File: config.mk
export PLATFORM = sky130hd
export DESIGN_NAME = rot_stream_16b
export DESIGN_NICKNAME = d
export VERILOG_FILES = /design/src/rtl/rot_stream_16b_pkg.sv /design/src/rtl/rot_r_core_16b.sv /design/src/rtl/rot_stream_16b.sv
export SDC_FILE = /design/constraint.sdc
export NUM_CORES = 1
export LEC_CHECK = 0
export ABC_CLOCK_PERIOD_IN_PS = 2400
export CELL_PAD_IN_SITES_DETAIL_PLACEMENT = 0
export CELL_PAD_IN_SITES_GLOBAL_PLACEMENT = 1
export CORE_ASPECT_RATIO = 0.75
export CORE_UTILIZATION = 43
export DETAILED_ROUTE_END_ITERATION = 6
export GPL_TIMING_DRIVEN = 0
export MAX_ROUTING_LAYER = met4
export PLACE_DENSITY = 0.94
export SLEW_MARGIN = 0
export SYNTH_ARGS = -nofsm -noshare
export SYNTH_HDL_FRONTEND = slang
export SYNTH_SLANG_ARGS = --single-unit
File: constraint.sdc
create_clock -name clk -period 2.4 [get_ports clk]
set_input_delay 0.48 -clock clk [delete_from_list [all_inputs] [get_ports clk]]
set_output_delay 0.48 -clock clk [all_outputs]
set_load 0.01 [all_outputs]
File: src/rtl/rot_stream_16b_pkg.sv
// Shared definitions for the 16-bit rotate stream: data/amount widths,
// direction encoding and the left-to-right amount conversion.
package rot_stream_16b_pkg;

  localparam int DATA_W = 16;
  localparam int AMT_W  = 4;

  typedef enum logic {
    ROT_R = 1'b0,
    ROT_L = 1'b1
  } rot_dir_e;

  // A left rotate by n equals a right rotate by (DATA_W - n) mod DATA_W,
  // which is simply the two's-complement negation of the amount.
  function automatic logic [AMT_W-1:0] eff_right_amt(input rot_dir_e dir,
                                                     input logic [AMT_W-1:0] amt);
    logic [AMT_W-1:0] neg;
    neg = ~amt + {{(AMT_W-1){1'b0}}, 1'b1};
    return (dir == ROT_L) ? neg : amt;
  endfunction

endpackage

File: src/rtl/rot_r_core_16b.sv
// Combinational 16-bit right rotator built as a log-shifter: four cascaded
// conditional rotations by 1, 2, 4 and 8 bits.
module rot_r_core_16b
  import rot_stream_16b_pkg::*;
(
  input  logic [DATA_W-1:0] data,
  input  logic [AMT_W-1:0]  amt,
  output logic [DATA_W-1:0] result
);

  logic [DATA_W-1:0] s1;
  logic [DATA_W-1:0] s2;
  logic [DATA_W-1:0] s4;

  always_comb begin
    s1     = amt[0] ? {data[0],   data[DATA_W-1:1]} : data;
    s2     = amt[1] ? {s1[1:0],   s1[DATA_W-1:2]}   : s1;
    s4     = amt[2] ? {s2[3:0],   s2[DATA_W-1:4]}   : s2;
    result = amt[3] ? {s4[7:0],   s4[DATA_W-1:8]}   : s4;
  end

endmodule

File: src/rtl/rot_stream_16b.sv
// Two-stage valid/ready rotate pipeline: stage 1 captures operand and
// effective right amount, stage 2 holds the rotated result.
module rot_stream_16b
  import rot_stream_16b_pkg::*;
#(
  parameter int CNT_W = 16
) (
  input  logic              clk,
  input  logic              reset,
  input  logic              in_valid,
  output logic              in_ready,
  input  logic [DATA_W-1:0] in_data,
  input  logic [AMT_W-1:0]  in_amt,
  input  logic              in_dir,
  output logic              out_valid,
  input  logic              out_ready,
  output logic [DATA_W-1:0] out_data,
  output logic              busy,
  output logic [CNT_W-1:0]  done_cnt
);

  logic              vld_p1;
  logic              vld_p2;
  logic [DATA_W-1:0] data_p1;
  logic [AMT_W-1:0]  amt_p1;
  logic [DATA_W-1:0] data_p2;
  logic [DATA_W-1:0] rot_p1;
  logic              rdy_p1;
  logic              rdy_p2;

  // A stage may load when empty or when its contents move on this edge.
  assign rdy_p2   = !vld_p2 || out_ready;
  assign rdy_p1   = !vld_p1 || rdy_p2;
  assign in_ready = rdy_p1;

  // ---- stage 1: operand and effective right amount
  always_ff @(posedge clk or posedge reset) begin
    if (reset) begin
      vld_p1 <= 1'b0;
    end else if (rdy_p1) begin
      vld_p1 <= in_valid;
    end
  end

  always_ff @(posedge clk) begin
    if (rdy_p1 && in_valid) begin
      data_p1 <= in_data;
      amt_p1  <= eff_right_amt(rot_dir_e'(in_dir), in_amt);
    end
  end

  rot_r_core_16b u_core (
    .data   (data_p1),
    .amt    (amt_p1),
    .result (rot_p1)
  );

  // ---- stage 2: rotated result, drives out_data directly
  always_ff @(posedge clk or posedge reset) begin
    if (reset) begin
      vld_p2  <= 1'b0;
      data_p2 <= '0;
    end else if (rdy_p2) begin
      vld_p2 <= vld_p1;
      if (vld_p1) begin
        data_p2 <= rot_p1;
      end
    end
  end

  always_ff @(posedge clk or posedge reset) begin
    if (reset) begin
      done_cnt <= '0;
    end else if (vld_p2 && out_ready) begin
      done_cnt <= done_cnt + CNT_W'(1);
    end
  end

  assign out_valid = vld_p2;
  assign out_data  = data_p2;
  assign busy      = vld_p1 || vld_p2;

endmodule
==> results.ini <==
[run_status]
status = finished clean

[timing]
final-max-slew-violation-count = 0
tightest_slew_ns = 0.868
worst_slack_ns = 0.162
skew_ns = 0.00515
hold_violations = 0
fmax_mhz = 447
post-route-min-period_ns = 2.24
setup_viol = 0
rsz0062_at_grt = false
finalSetupTns_ns = 0
maxSlewHeadroom_pct = 42.1
fin_crit_sh_pct = 93.3

[floorplan]
die_w_um = 92.7
initial_core_util_pct = 45.1
core_mm2 = 0.00589
die_h_um = 70.0
die_area_mm2 = 0.00649
num_io_pins = 60
placementRows = 24

[synthesis]
synth_edf_count = 20
synth_area_leaders = dfrtp_1 (32%), edfxtp_1 (23%), mux2i_1 (18%)
synth_most_common_cell = mux2i_1
synth_top_area_share_pct = 32.1
seq_area_frac_synth_pct = 54.7
synth_nets = 233
yosys.area.top_type = dfrtp_1
synth_flop_cell = dfrtp_1
ys_seq_elements = 54
synth_warnings = 0
syn_avg_cell_area_um2 = 12.9
syn_area_mm2 = 0.00265
ys_types = 35
syn-instance-count = 206
synth-async-reset-ratio_pct = 63.0
synth_common_cells = mux2i_1 (48), dfrtp_1 (34), nand2_1 (24)

[worst_setup_path]
path_max_fanout = 5
crit_path_start_kind = primary input
crit_required_ns = 1.92
critPathArrivalTime_ns = 1.76
end_kind = primary output
r2r_slack_ns = 0.68
reg2reg_from = out_valid
startpoint = out_ready
criticalPathCategory = primary input to primary output

[cts]
clk_pin_slew_ns = 0.10
cts_setup_buffers = 0
ctsResizeCount = 0
cts_made_buffers = 5
clockBufferDepth = 2
clock_latency_ns = 0.31
cts-hold-fix-buffers = 0
cts_root_buffer = clkbuf_8
h-tree-depth = 2
cts_tree = yes
clock-sinks = 54

[job]
maxCapViolations = 0

[power]
leakage_nw = 1.47
vdd_drop_max_mv = 0.379
power.density_mw_per_mm2 = 734
power_w = 0.00252

[global_routing]
grt_max_degree = 35
grt_antenna_before_repair = 0
track_usage_pct = 18.0
grt_pass1_wl_mm = 8.72
grt_pass1_vias = 1744
grt_overflow = 0

[final_layout]
final_nets = 299
n_antenna_cell = 0
drive_above_1_share_pct = 9.16
areaGrowthSynthToFinish_pct = 29.5
n_fill_cell = 523
final_core_utilization_pct = 58.4

[placement]
port_buffers = 59
dpl_worst_slack_ns = 0.0707
hpwl_mm = 4.07
place_congestion = 0.884

[worst_hold_path]
min_path_type = flip-flop to flip-flop
hold_start = done_cnt[15]

[routing]
route.vias.total = 1827
vias_per_cell = 5.21
ant_nets = 0
drc = 0
drt_first_pass_iters = 4
wire_per_inst_um = 15.0
drt-total-wl_mm = 5.26
drt_first_iter_violations = 88

-- per-stage QoR --
step,hold slack (ns),instances,cell area [um2]
4_1_cts,0.485,351,3430
2_1_floorplan,0.508,206,2650
3_3_place_gp,0.468,343,3340
3_5_place_dp,0.471,343,3340
5_1_grt,0.510,351,3430
6_report,0.485,351,3430
-- logic make-up (layout without fill, tap and decap cells) --
kind of cell,count (synthesis),count (layout),share of synthesized area [%]
AOI/OAI and AO/OA,18,18,5.99
and+or+nand+nor,52,52,10.7
xor gates and xnor gates,17,17,5.61
DFF,54,54,54.7
adders and majority gates,2,2,0.943
muxes,49,49,18.5
buffers and inverters,14,81,3.49
-- final timing paths --
| check | to | cells after the start |
|---|---|---|
| setup / recovery | in_ready | 3 |
| hold reg to reg | done_cnt[15] | 1 |
| max in group asynchronous | done_cnt[0] | 2 |
| hold / removal | done_cnt[15] | 1 |
| min in group asynchronous | done_cnt[12] | 2 |
| setup reg to reg | data_p1[4] | 2 |
-- area by class of cell --
class	instances	area, um2	share of cell area (%)
plain buffers	10	77.6	2.26
clock buffers	6	82.6	2.40
well taps	78	97.6	2.84
clock inverters	2	11.3	0.328
flip-flops and latches	54	1450	42.3
inverters	4	15.0	0.437
repair buffers	59	591	17.2
multi-input cells	138	1110	32.3
-- power by group --
| part | total, W | switching [W] | internal, W |
|---|---|---|---|
| logic | 0.000762 | 0.000344 | 0.000418 |
| clock network | 0.000532 | 0.000299 | 0.000233 |
| registers | 0.00123 | 0.000119 | 0.00111 |
| total | 0.00252 | 0.000761 | 0.00176 |
-- registers in the layout (all words and copies together), names as in the netlist --
register   count
vld_p1         1
out_data      16
amt_p1         4
done_cnt      16
out_valid      1
data_p1       16
-- metal layers --
metal  vias up  wire, um  global-route usage, %
met4         0        78                   6.32
li1        891         -                      -
met3         8       305                   3.81
met2        54      2220                   23.5
met5         -         0                      -
met1       874      2650                   27.3
-- layout by cell type (no fill, tap or decap), types with 3 or more instances in the layout --
| cell type | Yosys | layout |
|---|---|---|
| clkdlybuf4s50_1 | 0 | 59 |
| mux2i_1 | 48 | 48 |
| dfrtp_1 | 34 | 34 |
| nand2_1 | 24 | 24 |
| edfxtp_1 | 20 | 20 |
| o221ai_1 | 15 | 15 |
| xnor2_1 | 13 | 13 |
| clkbuf_8 | 0 | 6 |
| nand3_1 | 5 | 5 |
| nand4_1 | 4 | 4 |
| xor2_1 | 4 | 4 |
| buf_6 | 4 | 4 |
| nor2_1 | 3 | 3 |
| inv_1 | 4 | 3 |
-- worst max-delay path, stage by stage --
cell,delay [ns]
clkdlybuf4s50_1,0.55
nand3b_1,0.17
clkdlybuf4s50_1,0.55
(Power assumes the default switching activity.)
